### config.mk
export PLATFORM = sky130hd
export DESIGN_NAME = alu_int_ar_flagger
export DESIGN_NICKNAME = d
export VERILOG_FILES = /design/src/rtl/alu_int_ar_flagger.sv
export SDC_FILE = /design/constraint.sdc
export NUM_CORES = 1
export LEC_CHECK = 0
export BUFFER_PORTS_ARGS = -buffer_cell sky130_fd_sc_hd__buf_4
export CORE_MARGIN = 2
export CORE_UTILIZATION = 30
export CTS_BUF_LIST = sky130_fd_sc_hd__clkbuf_16
export CTS_CLUSTER_SIZE = 28
export DETAILED_ROUTE_END_ITERATION = 7
export PLACE_DENSITY = 0.47
export SLEW_MARGIN = 5
export SYNTH_ARGS = -nofsm -noshare
export SYNTH_HDL_FRONTEND = slang
export SYNTH_SLANG_ARGS = --single-unit
### constraint.sdc
create_clock -name clk -period 1.2 [get_ports clk]
set_input_delay 0.06 -clock clk [delete_from_list [all_inputs] [get_ports clk]]
set_output_delay 0.06 -clock clk [all_outputs]
set_load 0.02 [all_outputs]
### src/rtl/alu_int_ar_flagger.sv
// Integer add/sub/set-less-than unit with registered result and compare flags.
// One-cycle latency, no backpressure; an op may be issued every cycle.
// Optional INC/DEC/NEG ops are compiled in when ALU_INT_AR_INCDEC_EN is defined.
module alu_int_ar_flagger #(
    parameter int WORDSIZE = 64
) (
    input  logic                clk,
    input  logic                rst_n,
    input  logic                in_valid,
    input  logic [WORDSIZE-1:0] input_a,
    input  logic [WORDSIZE-1:0] input_b,
    input  logic [2:0]          funct3,
    input  logic [6:0]          funct7,
    output logic                out_valid,
    output logic [WORDSIZE-1:0] result,
    output logic                flag_overflow,
    output logic                flag_equal,
    output logic                flag_not_equal,
    output logic                flag_greater,
    output logic                flag_less,
    output logic                flag_u_equal,
    output logic                flag_u_greater,
    output logic                flag_u_less,
    output logic                flag_illegal
);

    // Op code is {funct3, funct7}, funct3 in the upper bits.
    localparam logic [9:0] OP_ADD  = 10'b000_0000000;
    localparam logic [9:0] OP_SUB  = 10'b000_0100000;
    localparam logic [9:0] OP_SLT  = 10'b010_0000000;
    localparam logic [9:0] OP_SLTU = 10'b011_0000000;
`ifdef ALU_INT_AR_INCDEC_EN
    localparam logic [9:0] OP_INC  = 10'b000_0000001;
    localparam logic [9:0] OP_DEC  = 10'b000_0000010;
    localparam logic [9:0] OP_NEG  = 10'b000_0000011;

    localparam logic [WORDSIZE-1:0] SIGNED_MAX = {1'b0, {(WORDSIZE-1){1'b1}}};
    localparam logic [WORDSIZE-1:0] SIGNED_MIN = {1'b1, {(WORDSIZE-1){1'b0}}};
    localparam logic [WORDSIZE-1:0] ONE        = {{(WORDSIZE-1){1'b0}}, 1'b1};
`endif

    localparam int MSB = WORDSIZE - 1;

    logic [9:0]          op;
    logic [WORDSIZE-1:0] sum;
    logic [WORDSIZE-1:0] diff;
    logic                eq;
    logic                s_lt;
    logic                u_lt;

    logic [WORDSIZE-1:0] nxt_result;
    logic                nxt_overflow;
    logic                nxt_illegal;

    assign op   = {funct3, funct7};
    assign sum  = input_a + input_b;
    assign diff = input_a - input_b;
    assign eq   = (input_a == input_b);
    assign s_lt = ($signed(input_a) < $signed(input_b));
    assign u_lt = (input_a < input_b);

    // Decode the op and form the next result, overflow and illegal flags.
    always_comb begin
        // NOTE: every output of this block gets a default first so no path
        // leaves it unassigned, which would otherwise infer a latch.
        nxt_result   = '0;
        nxt_overflow = 1'b0;
        nxt_illegal  = 1'b0;
        case (op)
            OP_ADD: begin
                nxt_result   = sum;
                nxt_overflow = (input_a[MSB] == input_b[MSB]) && (sum[MSB] != input_a[MSB]);
            end
            OP_SUB: begin
                nxt_result   = diff;
                nxt_overflow = (input_a[MSB] != input_b[MSB]) && (diff[MSB] != input_a[MSB]);
            end
            OP_SLT:  nxt_result = {{(WORDSIZE-1){1'b0}}, s_lt};
            OP_SLTU: nxt_result = {{(WORDSIZE-1){1'b0}}, u_lt};
`ifdef ALU_INT_AR_INCDEC_EN
            OP_INC: begin
                nxt_result   = input_a + ONE;
                nxt_overflow = (input_a == SIGNED_MAX);
            end
            OP_DEC: begin
                nxt_result   = input_a - ONE;
                nxt_overflow = (input_a == SIGNED_MIN);
            end
            OP_NEG:  nxt_result = ~input_a;
`endif
            default: nxt_illegal = 1'b1;
        endcase
    end

    // Output register: capture on accepted ops, hold otherwise.
    always_ff @(posedge clk or negedge rst_n) begin
        // NOTE: reset clears every output register asynchronously so a
        // reset mid-run never exposes a stale result or flag.
        if (!rst_n) begin
            out_valid      <= 1'b0;
            result         <= '0;
            flag_overflow  <= 1'b0;
            flag_equal     <= 1'b0;
            flag_not_equal <= 1'b0;
            flag_greater   <= 1'b0;
            flag_less      <= 1'b0;
            flag_u_equal   <= 1'b0;
            flag_u_greater <= 1'b0;
            flag_u_less    <= 1'b0;
            flag_illegal   <= 1'b0;
        end else begin
            // NOTE: non-blocking assignments so all registers update together
            // from values sampled before the edge.
            out_valid <= in_valid;
            if (in_valid) begin
                result         <= nxt_result;
                flag_overflow  <= nxt_overflow;
                flag_equal     <= eq;
                flag_not_equal <= ~eq;
                flag_greater   <= ~eq & ~s_lt;
                flag_less      <= s_lt;
                flag_u_equal   <= eq;
                flag_u_greater <= ~eq & ~u_lt;
                flag_u_less    <= u_lt;
                flag_illegal   <= nxt_illegal;
            end
        end
    end

endmodule

---- After elaboration in Yosys (flattened, before gate mapping) ----
Index checks and enable logic that the tools add are counted.
word-level totals
  register bits after elaboration ......... 73
  input bits .............................. 141
  output and inout bits ................... 74
  word-level logic and storage cells ...... 34
operators by class
  add/sub/neg operators ................... 2
  $lt $le $gt $ge ......................... 2
  eq/ne operators ......................... 8
  muxes and demuxes ....................... 3
  bitwise gates (word level) .............. 5
  reductions and logical operators ........ 4
operator list
  kind                   count
  $pmux W64 S4           1
  $lt A64 B64 Y1         2
  $add A64 B64 Y64       1
  $eq A64 B64 Y1         1
  $sub A64 B64 Y64       1
  $eq A10 B9 Y1 const B  2
  $eq A10 B6 Y1 const B  1
  $logic_not A10 Y1      1
  $reduce_or A4 Y1       1
  $ne A1 B1 Y1           3
  $not A1 Y1             3
  $and A1 B1 Y1          2
  $logic_and A1 B1 Y1    2
  $pmux W1 S2            1
  $eq A1 B1 Y1           1
  $mux W1                1

---- Longest topological paths before layout ----
Gate-level depths: netlist of run 1.
  depth in word-level cells ............... 4
  gate-level depth with buffers ........... 15
  depth with buffers taken out ............ 14

---- Worst setup path before layout of run 1 ----
Ideal clock, no wire load.
  path kind ............................... input port to flip-flop
  start ................................... input input_b[5]
  end ..................................... register result[47]
  setup time .............................. 0.121 ns
  data arrival time ....................... 2.851 ns
  required time ........................... 1.079 ns
  setup slack ............................. -1.772 ns
  stages on the path ...................... 15
  buffers on the path ..................... 2
  cell sequence ........................... inv_1 -> ha_1 -> buf_6 -> or3b_1 -> o21a_1 -> and3_1 -> or3_1 -> buf_6 -> nor3_4 -> o311ai_2 -> o21a_1 -> o21a_1 -> mux2_4 -> xnor2_1 -> a22o_1
on the way
  word-level cells in the longest chain between the ends .. 2
  elaborated cells on any way between the ends .. 3
  those cells by class .................... add/sub: 2; mux: 1
ends and longest elaborated chain
  element                                                      line    source
  from (decl)                                                  11      input logic [WORDSIZE-1:0] input_b,
  $sub A64 B64 Y64 / $add A64 B64 Y64 (equally long branches)  57, 56
  $pmux W64 S4 *                                               69      case (op)
  to (signal assigned)                                         116     result <= nxt_result;
  to (decl)                                                    15      output logic [WORDSIZE-1:0] result,
Every way passes the cells marked *; elsewhere a longest branch is shown, timed or not.
A chain may end at the register's enable or synchronous reset.

---- Final worst setup path of run 1 ----
  start ................................... input input_b[0]
  end ..................................... register result[58]
The elaborated chain is that of the path after synthesis.

==> results.toml, run 1 <==
[worst_setup_path]
r2r_setup_slack_ns = 0.23
end_kind = "register"
startpoint_type = "primary input"
crit_arrival_ns = 3.01
crit_type = "primary input to register"
critPathRequiredTime_ns = 1.46
cp_max_fo = 2

[synthesis]
synthTopCellsByArea = "dfrtp_1 (17%), ha_1 (15%), a21oi_1 (8.0%)"
yosysMostFrequentCell = "a21oi_1"
synth_seq_cells = 73
synth_area_leader_cell = "dfrtp_1"
synth_edf_count = 0
synth_ff_type = "dfrtp_1"
synth_commonest_cells = "a21oi_1 (175), inv_1 (139), nor2_1 (135)"
yosys_warnings = 0
syn_nets = 1776
synth_cell_types = 82
synth.top_cell.area_share_pct = 16.68
async_reset_ff_share_pct = 100.0
synth_area_um2 = 10950
avgSynthCellArea_um2 = 7.279
ys_seq_area_share_pct = 16.68
synth_cells = 1505

[floorplan]
die_w_um = 195.1
start_util_pct = 30.65
io_pins = 215
die_y_um = 195.1
dieArea_um2 = 38060
core_um2 = 35740
num_rows = 69

[cells_and_area]
multi_input_area_um2 = 10280
seq_area_um2 = 1827
finalNetCount = 2549
finalNonFillerCells = 2744
drive_above_1_share_pct = 50.77
syn_to_final_growth_pct = 86.49
antennaDiodeCount = 0
nFillCells = 3388

[global_routing]
grt_max_degree = 38
antenna_found_initial = 0
globalRoute.totalOverflow = 0
grt_pass1_vias = 14394
grt_use_total_pct = 27.48
grt_pass1_wl_um = 82050

[run_status]
outcome = "complete, but fails checks"
violations = "negative setup slack"

[detailed_routing]
via_per_inst = 5.340
first_iter_violations = 1019
drc_errors = 0
vias = 14652
drt-total-wl_um = 54000
wl_per_cell_um = 19.68
postRouteAntennaNets = 0
dr.pass1.iters = 5

[place]
portBuffers = 214
hpwl_um = 43800
placedCellCount = 2669
gp_congestion = 0.8952

[cts]
clk_pin_slew_ns = 0.06
numCtsBuffers = 9
cts_tree = "done"
htree_levels = 3
cts_sinks = 73
clockRootBuffer = "clkbuf_16"
clock_path_buffers = 2
clock_latency_ns = 0.36

[power]
leakage_nw = 9.628
power_density_nw_per_um2 = 733.6
vdd_drop_max_mv = 0.7545

[sta]
min_period_over_period_pct = 229.6
setup_violations = 68
finalCriticalPeriod_ns = 2.755
slew_viol_final = 0
rsz0062_at_grt = "true"
finalHoldViolations = 0
relSlewSlack_pct = 54.33
clock_skew_ns = 0
holdWs_ns = 0.02100
fin_ws_ns = -1.555
tightest_slew_ns = 0.6792
max_freq_mhz = 362.9

[min_path]
hp-class = "primary input to register"

[flow_run]
maxCapViolCount = 0
what timing repair did:
item	CTS	global route
hold buffers	1	0
setup buffers	39	41
gates cloned	1	0
endpoints found under the hold margin	72	0
pin swaps	143	155
resized for setup	211	169
endpoints found under the setup margin	71	71
sequential cells by signal (all words and copies together), names as in the netlist:
register	count
flag_illegal	1
result	64
flag_greater	1
flag_u_equal	1
flag_overflow	1
flag_u_less	1
flag_less	1
out_valid	1
flag_u_greater	1
flag_not_equal	1
logic make-up (layout without fill, tap and decap cells):
group | Yosys count | count (layout) | share of synthesized area [%]
buffers and inverters | 229 | 1007 | 8.247
muxes | 17 | 17 | 1.645
xor gates and xnor gates | 70 | 70 | 5.597
DFF | 73 | 73 | 16.68
AOI/OAI and AO/OA | 558 | 558 | 33.94
adders and majority gates | 130 | 130 | 14.99
and+or+nand+nor | 428 | 428 | 18.92
placed cells by master, fill, tap and decap left out, types with 11 or more instances in the layout:
master / count
buf_4: 775
a21oi_1: 132
nor2_1: 123
inv_1: 113
ha_1: 97
nand2_1: 77
dfrtp_1: 73
o21ai_0: 61
buf_6: 55
xnor2_1: 53
a22o_1: 50
ha_4: 30
a21oi_2: 29
nand3_1: 27
nor4_1: 26
nor3_1: 25
nand4_1: 24
o21bai_1: 24
o21ai_2: 19
o211ai_1: 19
a21o_1: 19
o31ai_1: 19
o21ai_1: 18
o21a_1: 17
nor2b_1: 15
inv_2: 14
a21oi_4: 14
buf_12: 13
xnor2_2: 11
critical path, cell delays in order:
cell       delay, ns
buf_8           0.10
buf_6           0.11
ha_4            0.15
fa_2            0.36
nor2b_4         0.14
o31a_1          0.25
o21ai_4         0.11
buf_6           0.14
a2111oi_4       0.29
buf_4           0.18
o21ai_4         0.07
a21oi_2         0.16
o21ai_2         0.10
o31ai_2         0.24
buf_4           0.16
mux2i_1         0.07
xnor2_1         0.13
a22o_1          0.17
layer usage:
layer / global-route usage [%] / up-vias / part of all wire (%)
met5: 0 / - / 0
met4: 6.842 / 0 / 1.7
met3: 3.195 / 51 / 5.4
met2: 43.16 / 464 / 45
met1: 39.85 / 7084 / 48
li1: - / 7053 / -
power by group:
part | total [W] | internal [W] | switching [W]
Sequential | 0.00251 | 0.00249 | 0.0000207
Clock | 0.00293 | 0.00161 | 0.00132
Combinational | 0.00954 | 0.00474 | 0.00480
Total | 0.0150 | 0.00885 | 0.00614
metrics by stage:
stage                     total power [W]  instance area (µm²)  utilization [%]  TNS [ns]  setup WS (ns)
after floorplan                  0.006496                11750                -    -77.42         -1.674
after detailed placement          0.01057                17800            49.79   -122.71         -2.199
after CTS                         0.01428                19410            54.32    -84.41         -1.639
after global placement            0.01057                17800            49.79   -121.43         -2.237
final                             0.01499                20430            57.16    -84.82         -1.555
after global routing              0.01581                20430            57.16    -90.45         -1.693
final cells by class:
class / count / area share, %
tap: 461 / 2.824
inverter: 141 / 3.111
clock inverter: 7 / 0.3491
clock buffer: 9 / 1.102
timing repair buffer: 850 / 33.36
multi-input combinational: 1203 / 50.31
sequential: 73 / 8.942
path summary, 6_finish.rpt:
path | startpoint | to | depth (start not counted)
setup / recovery | input_b[0] | result[58] | 18
hold / removal | funct3[1] | result[0] | 3
setup reg to reg | result[55] | result[55] | 2
hold reg to reg | flag_greater | flag_greater | 1
max in group asynchronous | rst_n | flag_u_less | 3
min in group asynchronous | rst_n | result[7] | 2
No activity file was read; power rests on OpenSTA's default activity.
==> inputs of run 2 (changes only) <==
--- a/config.mk
+++ b/config.mk
@@ -12,7 +12,9 @@
 export CTS_CLUSTER_SIZE = 28
 export DETAILED_ROUTE_END_ITERATION = 7
 export PLACE_DENSITY = 0.47
+export SKIP_LAST_GASP = 1
 export SLEW_MARGIN = 5
 export SYNTH_ARGS = -nofsm -noshare
 export SYNTH_HDL_FRONTEND = slang
 export SYNTH_SLANG_ARGS = --single-unit
+export TNS_END_PERCENT = 10
==> run 2 against run 1 <==
The run still ends with negative setup slack left. Clock-buffer cell count stayed put. Global-route usage decreased by 0.94 points. Sequential cell count is the same. Clock power fell by 13%. First-iteration DRC count grew 1.9%. Via count decreased by 1.9%. Wire length shrank 3.4%. Hold slack better by 0.068 ns. Die area did not move. Critical path depth down 3. Fmax decreased by 3.9%. Critical path type unchanged.
==> results.toml, run 2 (synthesis gave the netlist of run 1 again) <==
[run_status]
outcome = "complete, but fails checks"
violations = "negative setup slack"

[global_routing]
grt_max_degree = 25
use_met3_pct = 2.418
grt_pass1_wl_um = 79950
met2_usage_pct = 43.49
grt_pass1_vias = 14039
antenna_found_initial = 0
grtUsageMet1_pct = 37.98
busiest_layer = "met2"
grt_use_total_pct = 26.55
globalRoute.totalOverflow = 0

[worst_setup_path]
crit_start = "input_b[12]"
r2r-start = "result[55]"
crit_type = "primary input to register"
critPathRequiredTime_ns = 1.44
slowest_delay_ns = 0.45
startpoint_type = "primary input"
end_kind = "register"
cp_max_fo = 4
cp_slowest_cell = "o41a_1"
crit_arrival_ns = 3.11
crit_chain = "buf_4 > inv_1 > ha_2 > buf_4 > inv_1 > o31ai_1 > nor4_2 > o21ai_4 > nand4_1 > a21oi_2 > nor2_2 > o31ai_2 > o21ai_0 > o41a_1 > a21o_1"

[sta]
rsz0062_at_grt = "true"
relSlewSlack_pct = 55.36
clock_skew_ns = 0
tns_ns = -91.60
min_period_over_period_pct = 239.0
tightest_slew_ns = 0.6635
finalCriticalPeriod_ns = 2.869
setup_violations = 71
finalHoldViolations = 0
slew_viol_final = 0
fin_ws_ns = -1.669
max_freq_mhz = 348.6

[cts]
clk_pin_slew_ns = 0.06
numCtsBuffers = 9
clockRootBuffer = "clkbuf_16"
cts_sinks = 73
cts_tree = "done"
clock_latency_ns = 0.35
htree_levels = 3
clock_path_buffers = 2

[place]
portBuffers = 214
placedCellCount = 2671
hpwl_um = 43630
gp_congestion = 0.9668
dpl-instance-area_um2 = 17220

[floorplan]
die_w_um = 195.1
start_util_pct = 30.65
die_y_um = 195.1
io_pins = 215
core_um2 = 35740
dieArea_um2 = 38060
num_rows = 69

[detailed_routing]
vias = 14377
dr.pass1.iters = 8
drc_errors = 0
postRouteAntennaNets = 0
first_iter_violations = 1038
via_per_inst = 5.278
drt-total-wl_um = 52190
wl_per_cell_um = 19.16

[cells_and_area]
nFillCells = 3581
layout_common_cells = "buf_4 (809), a21oi_1 (158), inv_1 (132), nor2_1 (131), ha_1 (111)"
antennaDiodeCount = 0
drive_above_1_share_pct = 42.86
final_common_cell = "buf_4"
seq_area_um2 = 1827
design_area_um2 = 18550
regMostFlops = "result"
multi_input_area_um2 = 8977
syn_to_final_growth_pct = 69.32
utilization_pct = 51.89
finalNonFillerCells = 2724
finalNetCount = 2530
largest_reg_flops = 64

[power]
leakage_nw = 9.067
power_density_nw_per_um2 = 724.6
vdd_drop_max_mv = 0.5662

[min_path]
min_from = "in_valid"
hp-class = "primary input to register"

[flow_run]
maxCapViolCount = 0
==> run 2: cell count changes in the layout (fill, tap and decap cells not counted), moves of 10 or more <==
cell | before | now
a21oi_1 | 132 | 158
ha_1 | 97 | 111
buf_6 | 55 | 14
xnor2_1 | 53 | 63
ha_4 | 30 | 10
xnor2_2 | 11 | 1
a21oi_4 | 14 | 2
inv_1 | 113 | 132
buf_4 | 775 | 809
o21ai_0 | 61 | 87
a21oi_2 | 29 | 15
nand2_1 | 77 | 88
o21ai_2 | 19 | 2
==> run 2: critical path, delay by kind of cell <==
kind	cells	cell delay, ns
compound gates	7	1.81
simple gates	3	0.50
buf+inv	4	0.37
fa+ha+maj	1	0.38
==> run 2: worst paths after layout <==
path | cells after the start | slack [ns] | to
min | 3 | 0.09 | flag_not_equal
max in group asynchronous | 3 | 0.57 | result[41]
min reg2reg | 1 | 0.49 | result[33]
max reg2reg | 2 | 0.21 | result[55]
min in group asynchronous | 2 | 0.16 | flag_illegal
max | 15 | -1.67 | result[61]
==> run 2: what timing repair did <==
action,4_1_cts,5_1_grt
buffers inserted,25,12
endpoints found under the hold margin,74,0
hold buffers,2,0
pin swaps,60,37
setup endpoints to repair,71,71
gates resized for setup,120,43
==> run 2: cell type report <==
cell class | instances | area share (%)
Inverter | 141 | 2.948
Multi-Input combinational cell | 1203 | 48.40
Clock buffer | 9 | 1.214
Tap cell | 461 | 3.110
Timing Repair Buffer | 831 | 34.32
Clock inverter | 6 | 0.1552
Sequential cell | 73 | 9.849
==> run 2: metal layers <==
layer  wire (µm)  vias to the layer above
met5           0                        -
met4         968                        0
met3        2554                       49
met2       23520                      462
met1       25150                     6876
li1            -                     6990
==> run 2: metrics by stage <==
| stage | hold slack, ns | total power [W] | setup slack, ns |
|---|---|---|---|
| 6_report | 0.08899 | 0.01344 | -1.669 |
| 3_5_place_dp | -0.01413 | 0.01017 | -2.871 |
| 2_1_floorplan | -0.2356 | 0.006098 | -1.675 |
| 3_3_place_gp | -0.009308 | 0.01017 | -2.778 |
| 4_1_cts | 0.08319 | 0.01320 | -1.645 |
| 5_1_grt | 0.09147 | 0.01423 | -1.734 |
==> run 2: power breakdown <==
part           switching (W)  leakage [nW]  internal [W]
clock                0.00119         0.131       0.00136
sequential         0.0000206          1.00       0.00249
combinational        0.00425          7.94       0.00413
==> inputs of run 3 (changes only) <==
--- a/config.mk
+++ b/config.mk
@@ -7,11 +7,11 @@
 export LEC_CHECK = 0
 export BUFFER_PORTS_ARGS = -buffer_cell sky130_fd_sc_hd__buf_4
 export CORE_MARGIN = 2
-export CORE_UTILIZATION = 30
+export CORE_UTILIZATION = 60
 export CTS_BUF_LIST = sky130_fd_sc_hd__clkbuf_16
 export CTS_CLUSTER_SIZE = 28
 export DETAILED_ROUTE_END_ITERATION = 7
-export PLACE_DENSITY = 0.47
+export PLACE_DENSITY = 0.84
 export SKIP_LAST_GASP = 1
 export SLEW_MARGIN = 5
 export SYNTH_ARGS = -nofsm -noshare
==> run 3 against run 2 <==
The flow now stops in clock tree synthesis. Synthesized cell count is the same. Area after synthesis is the same.
==> results.toml, run 3 <==
[floorplan]
die_w_um = 139.1
die_y_um = 139.1
num_rows = 49
io_pins = 215
start_util_pct = 60.98

[place]
portBuffers = 214
place_ws_ns = -2.587
dpl-instance-area_um2 = 16340
hpwl_um = 43350
gp_congestion = 1.117

[synthesis]
synth_commonest_cells = "a21oi_1 (175), inv_1 (139), nor2_1 (135)"
synthAdderAreaFrac_pct = 14.99
avgSynthCellArea_um2 = 7.279
synth-xor-area-share_pct = 5.597
synth_area_um2 = 10950
yosys_warnings = 0
yosys.area_share.simple_pct = 18.91
ys_seq_area_share_pct = 16.68
synth_cell_types = 82
synth_compound_area_share_pct = 33.93
yosysMostFrequentCell = "a21oi_1"
async_reset_ff_share_pct = 100.0
synth_cells = 1505
synth_edf_count = 0
synthTopCellsByArea = "dfrtp_1 (17%), ha_1 (15%), a21oi_1 (8.0%)"
synth_ff_type = "dfrtp_1"
synth_seq_cells = 73
synth_area_leader_cell = "dfrtp_1"
syn_nets = 1776
synth_top_family_by_area = "compound AO/OA/AOI/OAI gates"
synth.area.mux_share_pct = 1.645
synth.top_cell.area_share_pct = 16.68

[run_status]
outcome = "stopped before the end"
failing_step = "clock tree synthesis"
stop_error = "[ERROR DPL-0033] detailed placement checks failed during check placement."

[cts]
numCtsBuffers = 9
cts_sinks = 73
clockRootBuffer = "clkbuf_16"
clock_path_buffers = 2
htree_levels = 3
ctsHoldBuffers = 1
post_cts_buffers = 33
cts_resized = 147
## run 3: kinds of logic after synthesis
| group | Yosys count |
|---|---|
| AOI/OAI and AO/OA | 558 |
| muxes | 17 |
| xor gates and xnor gates | 70 |
| adders and majority gates | 130 |
| DFF | 73 |
| buffers and inverters | 229 |
| and+or+nand+nor | 428 |
## run 3: stage by stage
stage	hold slack [ns]	std cells
3_3_place_gp	-0.07259	2360
2_1_floorplan	-0.2356	1505
3_5_place_dp	-0.07100	2360
==> inputs of run 4 (changes only) <==
--- a/config.mk
+++ b/config.mk
@@ -7,11 +7,9 @@
 export LEC_CHECK = 0
 export BUFFER_PORTS_ARGS = -buffer_cell sky130_fd_sc_hd__buf_4
 export CORE_MARGIN = 2
-export CORE_UTILIZATION = 60
-export CTS_BUF_LIST = sky130_fd_sc_hd__clkbuf_16
-export CTS_CLUSTER_SIZE = 28
+export CORE_UTILIZATION = 40
 export DETAILED_ROUTE_END_ITERATION = 7
-export PLACE_DENSITY = 0.84
+export PLACE_DENSITY_LB_ADDON = 0.15
 export SKIP_LAST_GASP = 1
 export SLEW_MARGIN = 5
 export SYNTH_ARGS = -nofsm -noshare
==> run 4 against run 3 <==
The flow now finishes, with violations (negative setup slack).
==> results.toml, run 4 (synthesis gave the netlist of run 1 again) <==
[run_status]
outcome = "complete, but fails checks"
violations = "negative setup slack"

[sta]
tightest_slew_ns = 0.7768
min_period_over_period_pct = 231.7
finalCriticalPeriod_ns = 2.780
slew_viol_final = 0
setup_violations = 71
clock_skew_ns = 0
finalHoldViolations = 0
max_freq_mhz = 359.7
fin_ws_ns = -1.580
rsz0062_at_grt = "true"
tns_ns = -86.81
relSlewSlack_pct = 47.73

[cells_and_area]
drive_above_1_share_pct = 44.84
finalNetCount = 2525
final_common_cell = "buf_4"
largest_reg_flops = 64
regMostFlops = "result"
syn_to_final_growth_pct = 72.96
layout_common_cells = "buf_4 (776), a21oi_1 (154), nor2_1 (131), inv_1 (120), ha_1 (97)"
finalNonFillerCells = 2601
nFillCells = 2270
utilization_pct = 70.30

[power]
total_power_w = 0.01414
vdd_drop_max_mv = 0.6909
power_density_nw_per_um2 = 746.2
leakage_nw = 9.141

[detailed_routing]
via_per_inst = 5.703
drc_errors = 0
wl_per_cell_um = 19.80
first_iter_violations = 1244
dr.pass1.iters = 7
postRouteAntennaNets = 0
drt-total-wl_um = 51500
vias = 14833

[floorplan]
io_pins = 215
die_w_um = 169.5
num_rows = 60
core_um2 = 26950
start_util_pct = 40.65
dieArea_um2 = 28730
die_y_um = 169.5

[place]
placedCellCount = 2525
gp_congestion = 0.9751
portBuffers = 214
hpwl_um = 40790

[global_routing]
globalRoute.totalOverflow = 0
grt_max_degree = 34
grt_pass1_vias = 14449
grt_pass1_wl_um = 78070
antenna_found_initial = 0
grt_use_total_pct = 34.53

[worst_setup_path]
end_kind = "register"
crit_arrival_ns = 3.03
crit_type = "primary input to register"
startpoint_type = "primary input"
critPathRequiredTime_ns = 1.45
cp_max_fo = 5

[cts]
cts_tree = "done"
cts_sinks = 73
clock_path_buffers = 2
htree_levels = 3
clk_pin_slew_ns = 0.06
clock_latency_ns = 0.35
numCtsBuffers = 9
clockRootBuffer = "clkbuf_16"

[min_path]
hp-class = "primary input to register"

[flow_run]
maxCapViolCount = 0
[run 4: final cells by class]
type                       instances  area, µm²  share of cell area (%)
timing repair buffer             826       6452                   34.06
sequential                        73       1827                   9.641
multi-input combinational       1203       9379                   49.50
clock inverter                     7      78.83                  0.4160
inverter                         141      555.5                   2.932
clock buffer                       9      225.2                   1.189
antenna                            1      2.502                 0.01321
tap                              341      426.7                   2.252
[run 4: through the flow]
stage | setup WS [ns] | instance area (µm²) | hold WS [ns]
6_report | -1.580 | 18950 | 0.08837
4_1_cts | -1.579 | 18320 | 0.08230
5_1_grt | -1.697 | 18940 | 0.09951
2_1_floorplan | -1.675 | 11020 | -0.2356
3_3_place_gp | -2.646 | 16890 | -0.008644
3_5_place_dp | -2.674 | 16890 | -0.009683
[run 4: per-layer routing]
| metal | vias to the layer above | global-route usage, % | part of all wire [%] |
|---|---|---|---|
| met3 | 93 | 4.501 | 7.1 |
| met5 | - | 0 | 0 |
| met1 | 7090 | 46.54 | 44 |
| li1 | 7010 | - | - |
| met4 | 0 | 10.18 | 2.5 |
| met2 | 640 | 57.68 | 47 |
[run 4: report_power, final]
group          leakage, nW  total (W)  internal [W]  switching (W)
clock                0.139    0.00306       0.00164        0.00143
combinational         8.00    0.00856       0.00425        0.00432
sequential            1.00    0.00251       0.00249      0.0000206
[run 4: final timing paths]
kind	cells past startpoint	slack, ns	end	start
setup / recovery	12	-1.58	result[61]	input_a[5]
hold reg to reg	1	0.50	result[31]	result[31]
min in group asynchronous	2	0.17	flag_u_greater	rst_n
max in group asynchronous	3	0.51	result[58]	rst_n
setup reg to reg	2	0.21	result[55]	result[55]
hold / removal	3	0.09	result[0]	in_valid
[run 4: what timing repair did]
| action | CTS | global route |
|---|---|---|
| setup buffers | 33 | 29 |
| hold buffers | 2 | 0 |
| hold endpoints to repair | 74 | 0 |
| gates resized for setup | 171 | 88 |
| pin swaps | 66 | 64 |
| setup endpoints to repair | 71 | 72 |
[run 4: critical path, cell delays in order]
cell       delay, ns
buf_8           0.10
ha_4            0.24
or3b_4          0.40
o21a_1          0.14
and3_4          0.17
or3_4           0.44
o311ai_4        0.35
a2bb2oi_2       0.14
o211ai_4        0.29
nor3_2          0.08
o41a_1          0.44
a21o_1          0.16
